File: config.mk
export PLATFORM = sky130hd
export DESIGN_NAME = dec3_8_pipe_flat
export DESIGN_NICKNAME = d
export VERILOG_FILES = /design/src/rtl/dec3_8_pipe_if.sv /design/src/rtl/dec3_8_pipe.sv /design/src/flat_wrapper.sv
export SDC_FILE = /design/constraint.sdc
export NUM_CORES = 1
export LEC_CHECK = 0
export CELL_PAD_IN_SITES_DETAIL_PLACEMENT = 1
export CELL_PAD_IN_SITES_GLOBAL_PLACEMENT = 2
export CORE_MARGIN = 10
export CORE_UTILIZATION = 28
export DETAILED_ROUTE_END_ITERATION = 16
export GPL_TIMING_DRIVEN = 1
export HOLD_SLACK_MARGIN = 0.12
export PLACE_DENSITY = 0.88
export RECOVER_POWER = 100
export SLEW_MARGIN = 0
export SYNTH_ARGS = -nofsm -noshare
export SYNTH_HDL_FRONTEND = slang
export SYNTH_SLANG_ARGS = --single-unit
File: constraint.sdc
create_clock -name clk -period 1.8 [get_ports clk]
set_clock_uncertainty 0.05 [all_clocks]
set_input_delay 0.36 -clock clk [delete_from_list [all_inputs] [get_ports clk]]
set_output_delay 0.36 -clock clk [all_outputs]
set_load 0.05 [all_outputs]
File: src/rtl/dec3_8_pipe_if.sv
// ---------------------------------------------------------------------------
// dec3_8_pipe_if
// Purpose : Groups the two valid/ready streams of the pipelined 3-to-8
//           decoder. The input stream carries binary codes. The output stream
//           carries the one-hot select word.
// Signals : in_valid  - producer has a code on in_code
//           in_code   - 3-bit binary code 0..7
//           in_ready  - decoder accepts in_code this cycle
//           out_valid - decoder presents a decoded word on out_y
//           out_y     - one-hot decode of the FIFO head
//           out_ready - consumer accepts out_y this cycle
// Modports: master - producer/consumer side (drives in_*, out_ready)
//           slave  - decoder side (drives in_ready, out_valid, out_y)
// ---------------------------------------------------------------------------
interface dec3_8_pipe_if;
    logic       in_valid;
    logic [2:0] in_code;
    logic       in_ready;
    logic       out_valid;
    logic [7:0] out_y;
    logic       out_ready;

    modport master (
        output in_valid, in_code, out_ready,
        input  in_ready, out_valid, out_y
    );

    modport slave (
        input  in_valid, in_code, out_ready,
        output in_ready, out_valid, out_y
    );
endinterface

File: src/rtl/dec3_8_pipe.sv
// ---------------------------------------------------------------------------
// dec3_8_pipe
// Purpose : Registered 3-to-8 decoder at the decode end of the 8:3 encoder
//           path. Codes are buffered in a 2-entry FIFO. The head is presented
//           as a one-hot word. Completed output handshakes are counted.
// Params  : OUT_ACTIVE_LOW - 1: asserted bit is 0 and the others are 1
//                            0: asserted bit is 1 and the others are 0
//           CNT_W          - width of dec_count
// Ports   : clk       - single clock, rising edge
//           rst       - asynchronous, active-high reset
//           en        - 1: accept new codes; 0: in_ready held low while
//                       the FIFO keeps draining
//           bus       - valid/ready streams (slave modport)
//           dec_count - completed output handshakes, modulo 2**CNT_W
// ---------------------------------------------------------------------------
module dec3_8_pipe #(
    parameter bit OUT_ACTIVE_LOW = 1'b0,
    parameter int CNT_W          = 8
) (
    input  logic             clk,
    input  logic             rst,
    input  logic             en,
    dec3_8_pipe_if.slave     bus,
    output logic [CNT_W-1:0] dec_count
);

    typedef enum logic [1:0] {
        EMPTY = 2'd0,
        ONE   = 2'd1,
        FULL  = 2'd2
    } state_t;

    localparam logic [7:0] INACTIVE = OUT_ACTIVE_LOW ? 8'hFF : 8'h00;

    state_t     state_q, state_d;
    logic [2:0] head_q, head_d;
    logic [2:0] tail_q, tail_d;
    logic       push, pop;
    logic [7:0] onehot;

    // in_ready depends only on registered state, en and rst.
    // out_ready does not reach it combinationally.
    assign bus.in_ready  = en & ~rst & (state_q != FULL);
    assign bus.out_valid = (state_q != EMPTY);

    assign push = bus.in_valid  & bus.in_ready;
    assign pop  = bus.out_valid & bus.out_ready;

    // Occupancy FSM and FIFO data movement
    always_comb begin
        // NOTE: every output gets a default first, so a path that leaves
        // one unassigned cannot infer a latch.
        state_d = state_q;
        head_d  = head_q;
        tail_d  = tail_q;
        case (state_q)
            EMPTY: begin
                if (push) begin
                    state_d = ONE;
                    head_d  = bus.in_code;
                end
            end
            ONE: begin
                if (push && !pop) begin
                    state_d = FULL;
                    tail_d  = bus.in_code;
                end else if (pop && !push) begin
                    state_d = EMPTY;
                end else if (push && pop) begin
                    // The head leaves and the new code replaces it.
                    head_d = bus.in_code;
                end
            end
            FULL: begin
                if (pop) begin
                    state_d = ONE;
                    head_d  = tail_q;
                end
            end
            default: state_d = EMPTY;
        endcase
    end

    always_ff @(posedge clk or posedge rst) begin
        // NOTE: sequential state uses non-blocking assignments, so every
        // register samples values from before the edge.
        if (rst) begin
            state_q <= EMPTY;
        end else begin
            state_q <= state_d;
        end
    end

    // NOTE: FIFO storage has no reset. Nothing reads it unless the
    // occupancy state says it holds data, and the state is reset.
    always_ff @(posedge clk) begin
        head_q <= head_d;
        tail_q <= tail_d;
    end

    always_ff @(posedge clk or posedge rst) begin
        if (rst) begin
            dec_count <= '0;
        end else if (pop) begin
            dec_count <= dec_count + CNT_W'(1);
        end
    end

    // Decode the head. Force all bits inactive when nothing is presented.
    assign onehot    = 8'b0000_0001 << head_q;
    assign bus.out_y = !bus.out_valid ? INACTIVE
                     : (OUT_ACTIVE_LOW ? ~onehot : onehot);

endmodule

File: src/flat_wrapper.sv
// flat-port wrapper written by rule: the top's interface ports become plain ports
module dec3_8_pipe_flat 
#(
    parameter bit OUT_ACTIVE_LOW = 1'b0,
    parameter int CNT_W          = 8
)
  (clk, rst, en, dec_count, bus_in_valid, bus_in_code, bus_out_ready, bus_in_ready, bus_out_valid, bus_out_y);
  dec3_8_pipe_if bus_i ();
  input  logic clk;
  input  logic rst;
  input  logic en;
  output logic [CNT_W-1:0] dec_count;
  input wire logic [$bits(bus_i.in_valid)-1:0] bus_in_valid;
  input wire logic [$bits(bus_i.in_code)-1:0] bus_in_code;
  input wire logic [$bits(bus_i.out_ready)-1:0] bus_out_ready;
  output wire logic [$bits(bus_i.in_ready)-1:0] bus_in_ready;
  output wire logic [$bits(bus_i.out_valid)-1:0] bus_out_valid;
  output wire logic [$bits(bus_i.out_y)-1:0] bus_out_y;
  assign bus_i.in_valid = bus_in_valid;
  assign bus_i.in_code = bus_in_code;
  assign bus_i.out_ready = bus_out_ready;
  assign bus_in_ready = bus_i.in_ready;
  assign bus_out_valid = bus_i.out_valid;
  assign bus_out_y = bus_i.out_y;
  dec3_8_pipe #(.OUT_ACTIVE_LOW(OUT_ACTIVE_LOW), .CNT_W(CNT_W)) u_core (.clk(clk), .rst(rst), .en(en), .bus(bus_i), .dec_count(dec_count));
endmodule
After elaboration in Yosys (flattened, before gate mapping)
Cells that the tools add are included.

storage, ports and cells
  output and inout bits = 18
  register bits after elaboration = 16
  ROM bits = 0
  memories kept = 0
  bits in writable memories = 0
  latch bits = 0

cells by class
  order comparisons = 0
  divide/modulo/power cells = 0
  multipliers = 0
  mux-type cells = 12
  add/sub/neg operators = 1
  equal/unequal tests = 9
  shift operators = 1
  reductions and logical operators = 11
  bitwise operators = 5

operator list
  kind                   number
  $mux W3                5
  $pmux W3 S3            1
  $add A8 B1 Y8 const B  1
  $mux W2                4
  $mux W8                1
  $shl A1 B3 Y8 const A  1
  $ne A2 B1 Y1 const B   3
  $ne A2 B2 Y1 const B   3
  $pmux W2 S3            1
  $reduce_and A6 Y1      1
  $and A1 B1 Y1          4
  $logic_and A1 B1 Y1    3
  $ne A3 B1 Y1 const B   1
  $reduce_and A3 Y1      1
  $reduce_bool A3 Y1     1
  $eq A2 B1 Y1 const B   1
  $eq A2 B2 Y1 const B   1
  $logic_not A1 Y1       2
  $logic_not A2 Y1       1
  $reduce_and A2 Y1      1
  $reduce_bool A2 Y1     1
  $not A1 Y1             1

Longest topological paths before layout
  depth in word-level cells = 9
  mapped depth = 4

Worst setup path before layout
No wires, ideal clock.

  path kind = reg2out
  from = register u_core.state_q[0]
  to = output port bus_out_y[0]
  arrival = 2,041 ps
  required time = 1,390 ps
  cell stages (with the launch flop) = 4
  slack = -651 ps
  path buffers = 1
  cells stage by stage = dfrtp_1 > buf_2 > nor2_1 > nor4_1

between the ends
  word-level cells in the longest chain between the ends = 2

ends and longest elaborated chain
  what                      line                source
  start: declaration        dec3_8_pipe.sv:35   state_t state_q, state_d;
  start signal: assignment  dec3_8_pipe.sv:90   state_q <= state_d;
  $reduce_bool A2 Y1        dec3_8_pipe.sv:44   assign bus.out_valid = (state_q != EMPTY);
  $mux W8                   dec3_8_pipe.sv:111  assign bus.out_y = !bus.out_valid ? INACTIVE
  end: declaration          flat_wrapper.sv:18  output wire logic [$bits(bus_i.out_y)-1:0] bus_out_y;

No other way between the ends.

Final worst setup path
  from = register u_core.head_q[2]
  to = output port bus_out_y[4]

between the ends
  word-level cells in the longest chain between the ends = 2

ends and longest elaborated chain
  what                      line                source
  start: declaration        dec3_8_pipe.sv:36   logic [2:0] head_q, head_d;
  start signal: assignment  dec3_8_pipe.sv:97   head_q <= head_d;
  $shl A1 B3 Y8             dec3_8_pipe.sv:110  assign onehot = 8'b0000_0001 << head_q;
  $mux W8                   dec3_8_pipe.sv:111

No other way between the ends.

==> results.yml <==
routing:
  via_per_inst: 4.927
  drt_pre_antenna_iters: 2
  ant_nets: 0
  wl_per_cell_um: 15.46
  drt_wl_total_mm: 2.118
  first_iter_violations: 21
  vias: 675
  drc_errors: 0
worst_setup_path:
  crit_path_max_fanout: 5
  crit_arrival_ns: 1.46
  worstSetupStartpointType: "register"
  path_cells: "o21ai_0 -> buf_4 -> nor3_2 -> buf_12"
  end_kind: "output port"
  cpPeakStageDelay_ns: 0.48
  worstPathRequired_ns: 1.39
  critPathKind: "register to output port"
  crit_slowest_cell: "edfxtp_1"
global_routing:
  antenna_found_initial: 0
  track_usage_pct: 7.878
  grt_max_degree: 11
  grt_overflow_total: 0
  grt_pass1_wl_mm: 3.512
  grt_pass1_vias: 733
synth:
  synth_fa_ha_area_share_pct: 1.534
  synth_xor_xnor_area_share_pct: 7.515
  yosys.area_share.simple_pct: 21.17
  ys_types: 29
  synth_fp_nets: 80
  synthMuxAreaShare_pct: 6.748
  synth_top_family_by_area: "simple AND/OR/NAND/NOR gates"
  synth_seq_cells: 16
  yosysWarningCount: 0
  syn_avg_cell_area_sq_um: 11.49
  yosys-top-cells-area: "dfrtp_1 31%, edfxtp_1 22%, xor2_1 6.4%, mux2_2 5.5%, nor2_1 4.1%"
  synth-seq-area-share_pct: 52.76
  synth_cells: 71
  synth_top_cell_area_share_pct: 30.67
  synth-compound-area-share_pct: 7.362
  netlist_area_sq_um: 815.8
  synth.largest_area_cell: "dfrtp_1"
power:
  power.total_uw: 1217
  ir_worst_vdd_mv: 0.7854
  leakagePower_uw: 0.0005238
  power.density_nw_per_um2: 980.5
timing:
  tns_ns: -0.1224
  fmax_mhz: 534.3
  rsz0062_at_grt: "true"
  finalSetupViolations: 5
  relSlewSlack_pct: 58.99
  min_period_ns: 1.871
  finalMaxSlewViolations: 0
  hold_viol_final: 0
  setup_ws_ns: -0.07146
  timing.final.crit_share_pct: 104.0
  tightestPinTransition_ns: 0.6178
  fin_hold_ws_ns: 0.4241
placed_design:
  portBuffers: 25
  dp_slack_ns: 0.02022
  finalWeightedCongestion: 0.7354
  dp.final_hpwl_mm: 1.684
cells_and_area:
  drive_gt1_share_pct: 38.68
  layout_commonest_cell: "dfrtp_1"
  final_cell_mix: "10 x dfrtp_1, 8 x buf_12, 6 x xor2_1, 6 x edfxtp_1"
  fillers: 307
  antennaDiodeCount: 0
  syn2layout_area_growth_pct: 52.15
  fin_nets: 116
clocking:
  cts_sinks: 16
  numCtsBuffers: 3
  clock_latency_ns: 0.28
  tritoncts: "built"
  clkTransAtPathRegs_ns: 0.10
  ctsLongestPathBuffers: 2
  cts-root-buf: "clkbuf_4"
  htree_levels: 1
floorplan:
  initial_utilization_pct: 29.33
  die-area_sq_um: 5472
  chipHeight_um: 73.98
  rows: 19
  fp.coreArea_sq_um: 2781
  io_pins: 26
  die_w_um: 73.98
status:
  violations: "negative setup slack"
  outcome: "finished with violations"
run:
  cap_violations: 0
worst_hold_path:
  worstHoldPathType: "register to register"
cell usage after synthesis, drive strengths merged:
library cell and number:
mux2 4, edfxtp 6, and2 1, dfrtp 10, nand2b 2, and2b 1
nor3b 1, nand3b 2, buf 2, and4bb 1, xnor2 1, nand3 2
ha 1, o31ai 1, nor2 9, nor2b 1, o22ai 1, nor4 1
a21oi 2, nand2 3, o2111ai 1, o21ai 2, inv 3, nor3 6
mux2i 1, xor2 6
stage by stage:
stage / instance area [sq um] / utilization, % / instances
after floorplan: 832.0 / - / 71
final: 1241 / 44.62 / 137
after CTS: 1272 / 45.75 / 135
after global routing: 1241 / 44.62 / 137
after global placement: 1221 / 43.90 / 131
after detailed placement: 1221 / 43.90 / 131
what timing repair did:
item,in CTS,in global routing
gates cloned,0,0
hold buffers,0,0
setup endpoints to repair,6,10
buffers inserted,0,2
hold endpoints to repair,0,0
resized for setup,4,6
cells by family after synthesis:
logic type,Yosys count
XOR/XNOR,7
AND/OR/NAND/NOR,30
flip-flops,16
AO/OA/AOI/OAI,7
adder cells (fa/ha/maj),1
buffers and inverters,5
multiplexers,5
state kept, by name (all words and copies together), names as in the netlist:
name	count
u_core.dec_count	8
u_core.head_q	3
u_core.tail_q	3
u_core.state_q	2
area by class of cell:
cell class              instances  area (sq um)  area share (%)
flip-flops and latches         16         430.4           34.68
multi-input cells              50         386.6           31.15
repair buffers                 33         337.8           27.22
well taps                      31         38.79           3.125
clock buffers                   4         36.28           2.923
inverters                       3         11.26          0.9073
report_power, final:
part	internal, uW	switching (uW)
combinational	142	334
sequential	437	69.3
clock	123	111
total	703	514
routing by layer:
layer  GRT usage (%)  part of all wire (%)  wire length [um]
met5               0                     0                 0
met4           3.106                  0.42                 9
met3           3.059                    10               219
met2           13.45                    50              1057
met1           8.580                    39               831
path summary, 6_finish.rpt:
kind	slack (ns)	endpoint	depth (start not counted)	startpoint
setup reg to reg	0.15	u_core.dec_count[1]	3	u_core.state_q[1]
hold / removal	0.42	u_core.dec_count[7]	1	u_core.dec_count[7]
hold reg to reg	0.42	u_core.dec_count[7]	1	u_core.dec_count[7]
max in group asynchronous	0.86	u_core.dec_count[2]	2	rst
min in group asynchronous	0.54	u_core.state_q[0]	2	rst
setup / recovery	-0.07	bus_out_y[4]	4	u_core.head_q[2]
critical path: cells and delay by family, from the launching register on:
family	cells	cell delay, ns
buffers and inverters	2	0.35
AO/OA/AOI/OAI	1	0.15
flip-flops	1	0.48
AND/OR/NAND/NOR	1	0.18
(Power assumes the default switching activity.)
